[config.mk]
export PLATFORM = sky130hd
export DESIGN_NAME = cond_logic_it
export DESIGN_NICKNAME = d
export VERILOG_FILES = /design/src/rtl/cond_pkg.sv /design/src/rtl/cond_eval.sv /design/src/rtl/cond_logic_it.sv
export SDC_FILE = /design/constraint.sdc
export NUM_CORES = 1
export LEC_CHECK = 0
export ABC_AREA = 1
export CELL_PAD_IN_SITES_DETAIL_PLACEMENT = 2
export CELL_PAD_IN_SITES_GLOBAL_PLACEMENT = 2
export CORE_UTILIZATION = 24
export DETAILED_ROUTE_END_ITERATION = 8
export GPL_TIMING_DRIVEN = 0
export HOLD_SLACK_MARGIN = 0.02
export PLACE_DENSITY_LB_ADDON = 0.1
export SLEW_MARGIN = 20
export SYNTH_ARGS = -nofsm -noshare
export SYNTH_HDL_FRONTEND = slang
export SYNTH_HIERARCHICAL = 1
export SYNTH_SLANG_ARGS = --single-unit
[constraint.sdc]
create_clock -name clk -period 3.35 [get_ports clk]
set_clock_uncertainty 0.15 [all_clocks]
set_input_delay 0.67 -clock clk [delete_from_list [all_inputs] [get_ports clk]]
set_output_delay 0.67 -clock clk [all_outputs]
set_load 0.1 [all_outputs]
[src/rtl/cond_pkg.sv]
// Shared definitions for the conditional-execution unit: ARM condition codes,
// NZCV flag bit positions and the IT sequencer state encoding.
package cond_pkg;

  localparam logic [3:0] COND_EQ = 4'b0000;
  localparam logic [3:0] COND_NE = 4'b0001;
  localparam logic [3:0] COND_CS = 4'b0010;
  localparam logic [3:0] COND_CC = 4'b0011;
  localparam logic [3:0] COND_MI = 4'b0100;
  localparam logic [3:0] COND_PL = 4'b0101;
  localparam logic [3:0] COND_VS = 4'b0110;
  localparam logic [3:0] COND_VC = 4'b0111;
  localparam logic [3:0] COND_HI = 4'b1000;
  localparam logic [3:0] COND_LS = 4'b1001;
  localparam logic [3:0] COND_GE = 4'b1010;
  localparam logic [3:0] COND_LT = 4'b1011;
  localparam logic [3:0] COND_GT = 4'b1100;
  localparam logic [3:0] COND_LE = 4'b1101;
  localparam logic [3:0] COND_AL = 4'b1110;
  localparam logic [3:0] COND_NV = 4'b1111;

  localparam int FLAG_N = 3;
  localparam int FLAG_Z = 2;
  localparam int FLAG_C = 1;
  localparam int FLAG_V = 0;

  typedef enum logic {
    IT_IDLE   = 1'b0,
    IT_ACTIVE = 1'b1
  } it_state_e;

endpackage

[src/rtl/cond_eval.sv]
// Combinational ARM condition evaluator: (cond, NZCV flags) -> pass.
module cond_eval
  import cond_pkg::*;
(
  input  logic [3:0] cond,
  input  logic [3:0] flags,
  output logic       pass
);

  logic n, z, c, v;

  assign n = flags[FLAG_N];
  assign z = flags[FLAG_Z];
  assign c = flags[FLAG_C];
  assign v = flags[FLAG_V];

  always_comb begin
    pass = 1'b1;
    case (cond)
      COND_EQ: pass = z;
      COND_NE: pass = ~z;
      COND_CS: pass = c;
      COND_CC: pass = ~c;
      COND_MI: pass = n;
      COND_PL: pass = ~n;
      COND_VS: pass = v;
      COND_VC: pass = ~v;
      COND_HI: pass = c & ~z;
      COND_LS: pass = ~c | z;
      COND_GE: pass = (n == v);
      COND_LT: pass = (n != v);
      COND_GT: pass = ~z & (n == v);
      COND_LE: pass = z | (n != v);
      default: pass = 1'b1;
    endcase
  end

endmodule

[src/rtl/cond_logic_it.sv]
// Conditional-execution unit with NZCV flag register and an IT-block sequencer
// that overrides the condition of up to IT_MAX_LEN following instructions.
module cond_logic_it
  import cond_pkg::*;
#(
  parameter int IT_MAX_LEN = 4,
  parameter int LENW       = $clog2(IT_MAX_LEN) + 1
) (
  input  logic                  clk,
  input  logic                  reset,
  input  logic                  en,
  input  logic                  PCS,
  input  logic                  RegW,
  input  logic                  MemW,
  input  logic                  NoWrite,
  input  logic [3:0]            Cond,
  input  logic [3:0]            ALUFlags,
  input  logic [1:0]            FlagW,
  input  logic                  ITStart,
  input  logic [3:0]            ITCond,
  input  logic [LENW-1:0]       ITLen,
  input  logic [IT_MAX_LEN-1:0] ITPattern,
  output logic                  PCSrc,
  output logic                  RegWrite,
  output logic                  MemWrite,
  output logic                  CondEx,
  output logic [3:0]            Flags,
  output logic                  ITActive
);

  localparam logic [LENW-1:0] MAX_LEN = LENW'(IT_MAX_LEN);

  it_state_e             state_q, state_d;
  logic [LENW-1:0]       cnt_q, cnt_d;
  logic [LENW-1:0]       idx_q, idx_d;
  logic [3:0]            it_cond_q, it_cond_d;
  logic [IT_MAX_LEN-1:0] it_pat_q, it_pat_d;
  logic [3:0]            flags_q, flags_d;

  logic [IT_MAX_LEN-1:0] slot_sel;
  logic                  slot_then;
  logic [3:0]            eff_cond;
  logic                  cond_ex;
  logic [LENW-1:0]       len_clamped;

  // Else slots invert the low bit of the base condition; AL/NV stay true either way.
  always_comb begin
    slot_sel  = IT_MAX_LEN'(1) << idx_q;
    slot_then = |(it_pat_q & slot_sel);
    if (state_q == IT_ACTIVE) begin
      eff_cond = slot_then ? it_cond_q : {it_cond_q[3:1], ~it_cond_q[0]};
    end else begin
      eff_cond = Cond;
    end
  end

  cond_eval u_cond_eval (
    .cond  (eff_cond),
    .flags (flags_q),
    .pass  (cond_ex)
  );

  assign CondEx   = cond_ex;
  assign PCSrc    = en & cond_ex & PCS;
  assign RegWrite = en & cond_ex & RegW & ~NoWrite;
  assign MemWrite = en & cond_ex & MemW;
  assign Flags    = flags_q;
  assign ITActive = (state_q == IT_ACTIVE);

  always_comb begin
    flags_d = flags_q;
    if (en && cond_ex && FlagW[1]) flags_d[3:2] = ALUFlags[3:2];
    if (en && cond_ex && FlagW[0]) flags_d[1:0] = ALUFlags[1:0];
  end

  always_comb begin
    state_d     = state_q;
    cnt_d       = cnt_q;
    idx_d       = idx_q;
    it_cond_d   = it_cond_q;
    it_pat_d    = it_pat_q;
    len_clamped = ((ITLen == '0) || (ITLen > MAX_LEN)) ? MAX_LEN : ITLen;
    case (state_q)
      IT_IDLE: begin
        if (en && ITStart && cond_ex) begin
          state_d   = IT_ACTIVE;
          it_cond_d = ITCond;
          it_pat_d  = ITPattern | IT_MAX_LEN'(1);
          cnt_d     = len_clamped;
          idx_d     = '0;
        end
      end
      IT_ACTIVE: begin
        // ITStart is deliberately ignored here; a taken branch ends the block early.
        if (en) begin
          if ((cnt_q <= LENW'(1)) || PCSrc) begin
            state_d = IT_IDLE;
            cnt_d   = '0;
            idx_d   = '0;
          end else begin
            cnt_d = cnt_q - LENW'(1);
            idx_d = idx_q + LENW'(1);
          end
        end
      end
      default: state_d = IT_IDLE;
    endcase
  end

  always_ff @(posedge clk) begin
    if (reset) begin
      state_q   <= IT_IDLE;
      cnt_q     <= '0;
      idx_q     <= '0;
      it_cond_q <= '0;
      it_pat_q  <= '0;
      flags_q   <= '0;
    end else begin
      state_q   <= state_d;
      cnt_q     <= cnt_d;
      idx_q     <= idx_d;
      it_cond_q <= it_cond_d;
      it_pat_q  <= it_pat_d;
      flags_q   <= flags_d;
    end
  end

endmodule
==> impl_metrics.env <==
export IMPL_outcome="complete, no violations"
export IMPL_nNetsFinal=291
export IMPL_antenna_cells=0
export IMPL_critPathKind="register to primary output"
export IMPL_cp_cell_sequence="inv_4 -> ha_4 -> nand2_2 -> nand3_1 -> nand2_1 -> nand3_2 -> nand3_2 -> nand2_4 -> nor2_2 -> nand2_1 -> nor2_1 -> nand2_1 -> nand2_1 -> nor2_2 -> nand2_4 -> buf_4 -> buf_2"
export IMPL_hold_viol_final=0
export IMPL_leakagePower_nw=0.8559
export IMPL_gp_congestion=0.7245
export IMPL_ys_ff_latch=19
export IMPL_seq_area_um2=394.1
export IMPL_pwr_share_clk=0.213
export IMPL_synth_top_area_share=0.2966
export IMPL_globalRoute_totalOverflow=0
export IMPL_end_kind="primary output"
export IMPL_antenna_found_initial=0
export IMPL_synth_async_sr_flop_share=0
export IMPL_htreeDepth=1
export IMPL_synth_cell_area_mm2=0.001282
export IMPL_hold_path_class="register to register"
export IMPL_fillers=631
export IMPL_numCtsBuffers=3
export IMPL_drt_iter0_drc=22
export IMPL_rows=26
export IMPL_crit_top_cell="nand2_1"
export IMPL_synth_area_per_cell_um2=6.226
export IMPL_setup_viol_count_final=0
export IMPL_root_buffer="clkbuf_8"
export IMPL_die_w_um=75.10
export IMPL_max_slew_margin=0.3551
export IMPL_yosys_warnings=6
export IMPL_p_comb_frac=0.462
export IMPL_clock_latency_ns=0.27
export IMPL_synth_distinct_cells=21
export IMPL_power_density_mw_per_mm2=390.0
export IMPL_internal_power_mw=0.4606
export IMPL_initial_core_util=0.2495
export IMPL_placement_io_buffers=35
export IMPL_max_freq_mhz=310.0
export IMPL_multi_input_area_um2=969.7
export IMPL_grt_pass1_wl_um=6844
export IMPL_critPathSlowestCell="dfxtp_4"
export IMPL_via_per_inst=4.514
export IMPL_grt_setup_unrepaired="true"
export IMPL_ys_seq_area_frac=0.2966
export IMPL_dp_hpwl_um=3296
export IMPL_cap_viol_max_count=0
export IMPL_critical_path_max_stage_delay_ns=0.41
export IMPL_path_max_fanout=5
export IMPL_clk_pin_slew_worst_paths_ns=0.08
export IMPL_p_sw_frac=0.4307
export IMPL_die_area_mm2=0.005640
export IMPL_seqPwrFrac=0.326
export IMPL_final_cells=323
export IMPL_fin_tns_setup_ns=0
export IMPL_final_max_slew_violation_count=0
export IMPL_ys_flop_type="dfxtp_1"
export IMPL_grt_pass1_vias=1490
export IMPL_num_io_pins=38
export IMPL_worst_pin_slew_ns=0.9644
export IMPL_fin_crit_sh=0.9630
export IMPL_critPathLaunchType="register"
export IMPL_layout_drive_gt1_share=0.2846
export IMPL_post_drt_wl_per_cell_um=13.58
export IMPL_synthCells=206
export IMPL_arrival_ns=2.41
export IMPL_area_growth_pct=61.76
export IMPL_route_detailed_drc=0
export IMPL_synth_edf_count=0
export IMPL_vias=1458
export IMPL_core_mm2=0.005140
export IMPL_ys_top_cells_by_area="dfxtp_1 30%, nand2_1 16%, nor2_1 9.1%"
export IMPL_grt_start_max_net_pins=13
export IMPL_drtPass1Iterations=4
export IMPL_die_h_um=75.10
export IMPL_synth_top_cells_by_count="54 x nand2_1, 31 x nor2_1, 23 x inv_1, 22 x nand3_1, 19 x dfxtp_1"
export IMPL_period_minus_slack_ns=3.226
export IMPL_tritoncts="built"
export IMPL_clock_path_buffers=2
export IMPL_crit_required_ns=2.53
export IMPL_syn_nets=243
export IMPL_switching_power_mw=0.3484
export IMPL_yosys_area_top_type="dfxtp_1"
export IMPL_wl_um=4385
export IMPL_yosysMostFrequentCell="nand2_1"
export IMPL_cts_sinks=19
export IMPL_place_inst=311
export IMPL_ir_drop_mv=0.1495
export IMPL_drtAntennaViolNets=0
export IMPL_grt_usage=0.1591
-- metal layers --
layer	track usage	up-vias	wire [um]
met5	0	-	0
met4	0.01258	0	32
met3	0.03079	4	134
met2	0.2913	22	2254
met1	0.2002	683	1963
li1	-	749	-
-- power groups by stage --
stage / Clock (mW) / Sequential, mW / Combinational, mW
6_report: 0.172 / 0.263 / 0.373
5_1_grt: 0.190 / 0.266 / 0.407
4_1_cts: 0.180 / 0.263 / 0.348
3_5_place_dp: 0 / 0.269 / 0.325
3_3_place_gp: 0 / 0.267 / 0.322
2_1_floorplan: 0 / 0.293 / 0.200
-- layout make-up --
| type | instances | area share |
|---|---|---|
| Buffer | 3 | 0.01025 |
| Clock buffer | 3 | 0.01990 |
| Clock inverter | 1 | 0.003619 |
| Inverter | 28 | 0.06152 |
| Multi-Input combinational cell | 156 | 0.4674 |
| Sequential cell | 19 | 0.1900 |
| Tap cell | 70 | 0.04222 |
| Timing Repair Buffer | 43 | 0.2051 |
-- critical path: cells and delay by family, from the launching register on --
family / cells / cell delay (ns)
buffers and inverters: 3 / 0.58
flip-flops: 1 / 0.41
AND/OR/NAND/NOR: 13 / 1.00
adder cells (fa/ha/maj): 1 / 0.16
-- path summary, 6_finish.rpt --
kind                          from                        to  slack [ns]  cells past startpoint
min          idx_q[2]$_SDFFE_PP0P_     idx_q[2]$_SDFFE_PP0P_        0.32                      2
min reg2reg  idx_q[2]$_SDFFE_PP0P_     idx_q[2]$_SDFFE_PP0P_        0.32                      2
max          idx_q[0]$_SDFFE_PP0P_                    CondEx        0.12                     17
max reg2reg  idx_q[0]$_SDFFE_PP0P_  it_pat_q[3]$_SDFFE_PP0P_        0.62                     22
-- registers in the layout (all words and copies together), names as in the netlist --
| register | cells |
|---|---|
| it_cond_q | 4 |
| ITActive | 1 |
| it_pat_q | 4 |
| idx_q | 3 |
| Flags | 4 |
| cnt_q | 3 |
-- kinds of logic (layout without fill, tap and decap cells) --
kind of cell | Yosys count | after routing | synth area share
buffers and inverters | 31 | 78 | 0.1034
and+or+nand+nor | 118 | 118 | 0.4000
AOI/OAI and AO/OA | 30 | 30 | 0.1220
DFF | 19 | 19 | 0.2966
adders and majority gates | 8 | 8 | 0.07805
-- cells in the final DEF, fill, tap and decap left out, types with 3 or more instances in the layout --
| cell | n |
|---|---|
| nor2_2 | 4 |
| nand3_2 | 5 |
| nand4_1 | 3 |
| inv_1 | 18 |
| inv_4 | 4 |
| nand2_4 | 7 |
| nand3_1 | 17 |
| o21ai_0 | 10 |
| nor2_1 | 25 |
| nand2_1 | 43 |
| dfxtp_4 | 3 |
| ha_1 | 3 |
| a21oi_1 | 14 |
| inv_2 | 3 |
| buf_4 | 9 |
| clkbuf_8 | 3 |
| nand2_2 | 8 |
| nor2_4 | 3 |
| buf_2 | 3 |
| ha_4 | 5 |
| clkdlybuf4s50_1 | 30 |
| dfxtp_1 | 14 |
-- per-stage QoR --
step,area [um2],power [mW],utilization,hold slack [ns],setup slack [ns]
after floorplan,1330,0.4929,-,0.2886,0.001915
after global placement,1768,0.5890,0.3440,0.3080,-0.9805
after detailed placement,1768,0.5937,0.3440,0.3138,-0.9889
after CTS,1883,0.7915,0.3664,0.3277,-0.03316
after global routing,2074,0.8627,0.4036,0.3709,-0.01301
final,2074,0.8090,0.4036,0.3222,0.1239
-- timing repair --
item	CTS	global route
gates resized for setup	39	40
gates cloned	0	0
hold buffers	0	0
setup buffers	3	5
pin swaps	6	19
endpoints found under the setup margin	4	4
Power figures use the tool's default switching activity.
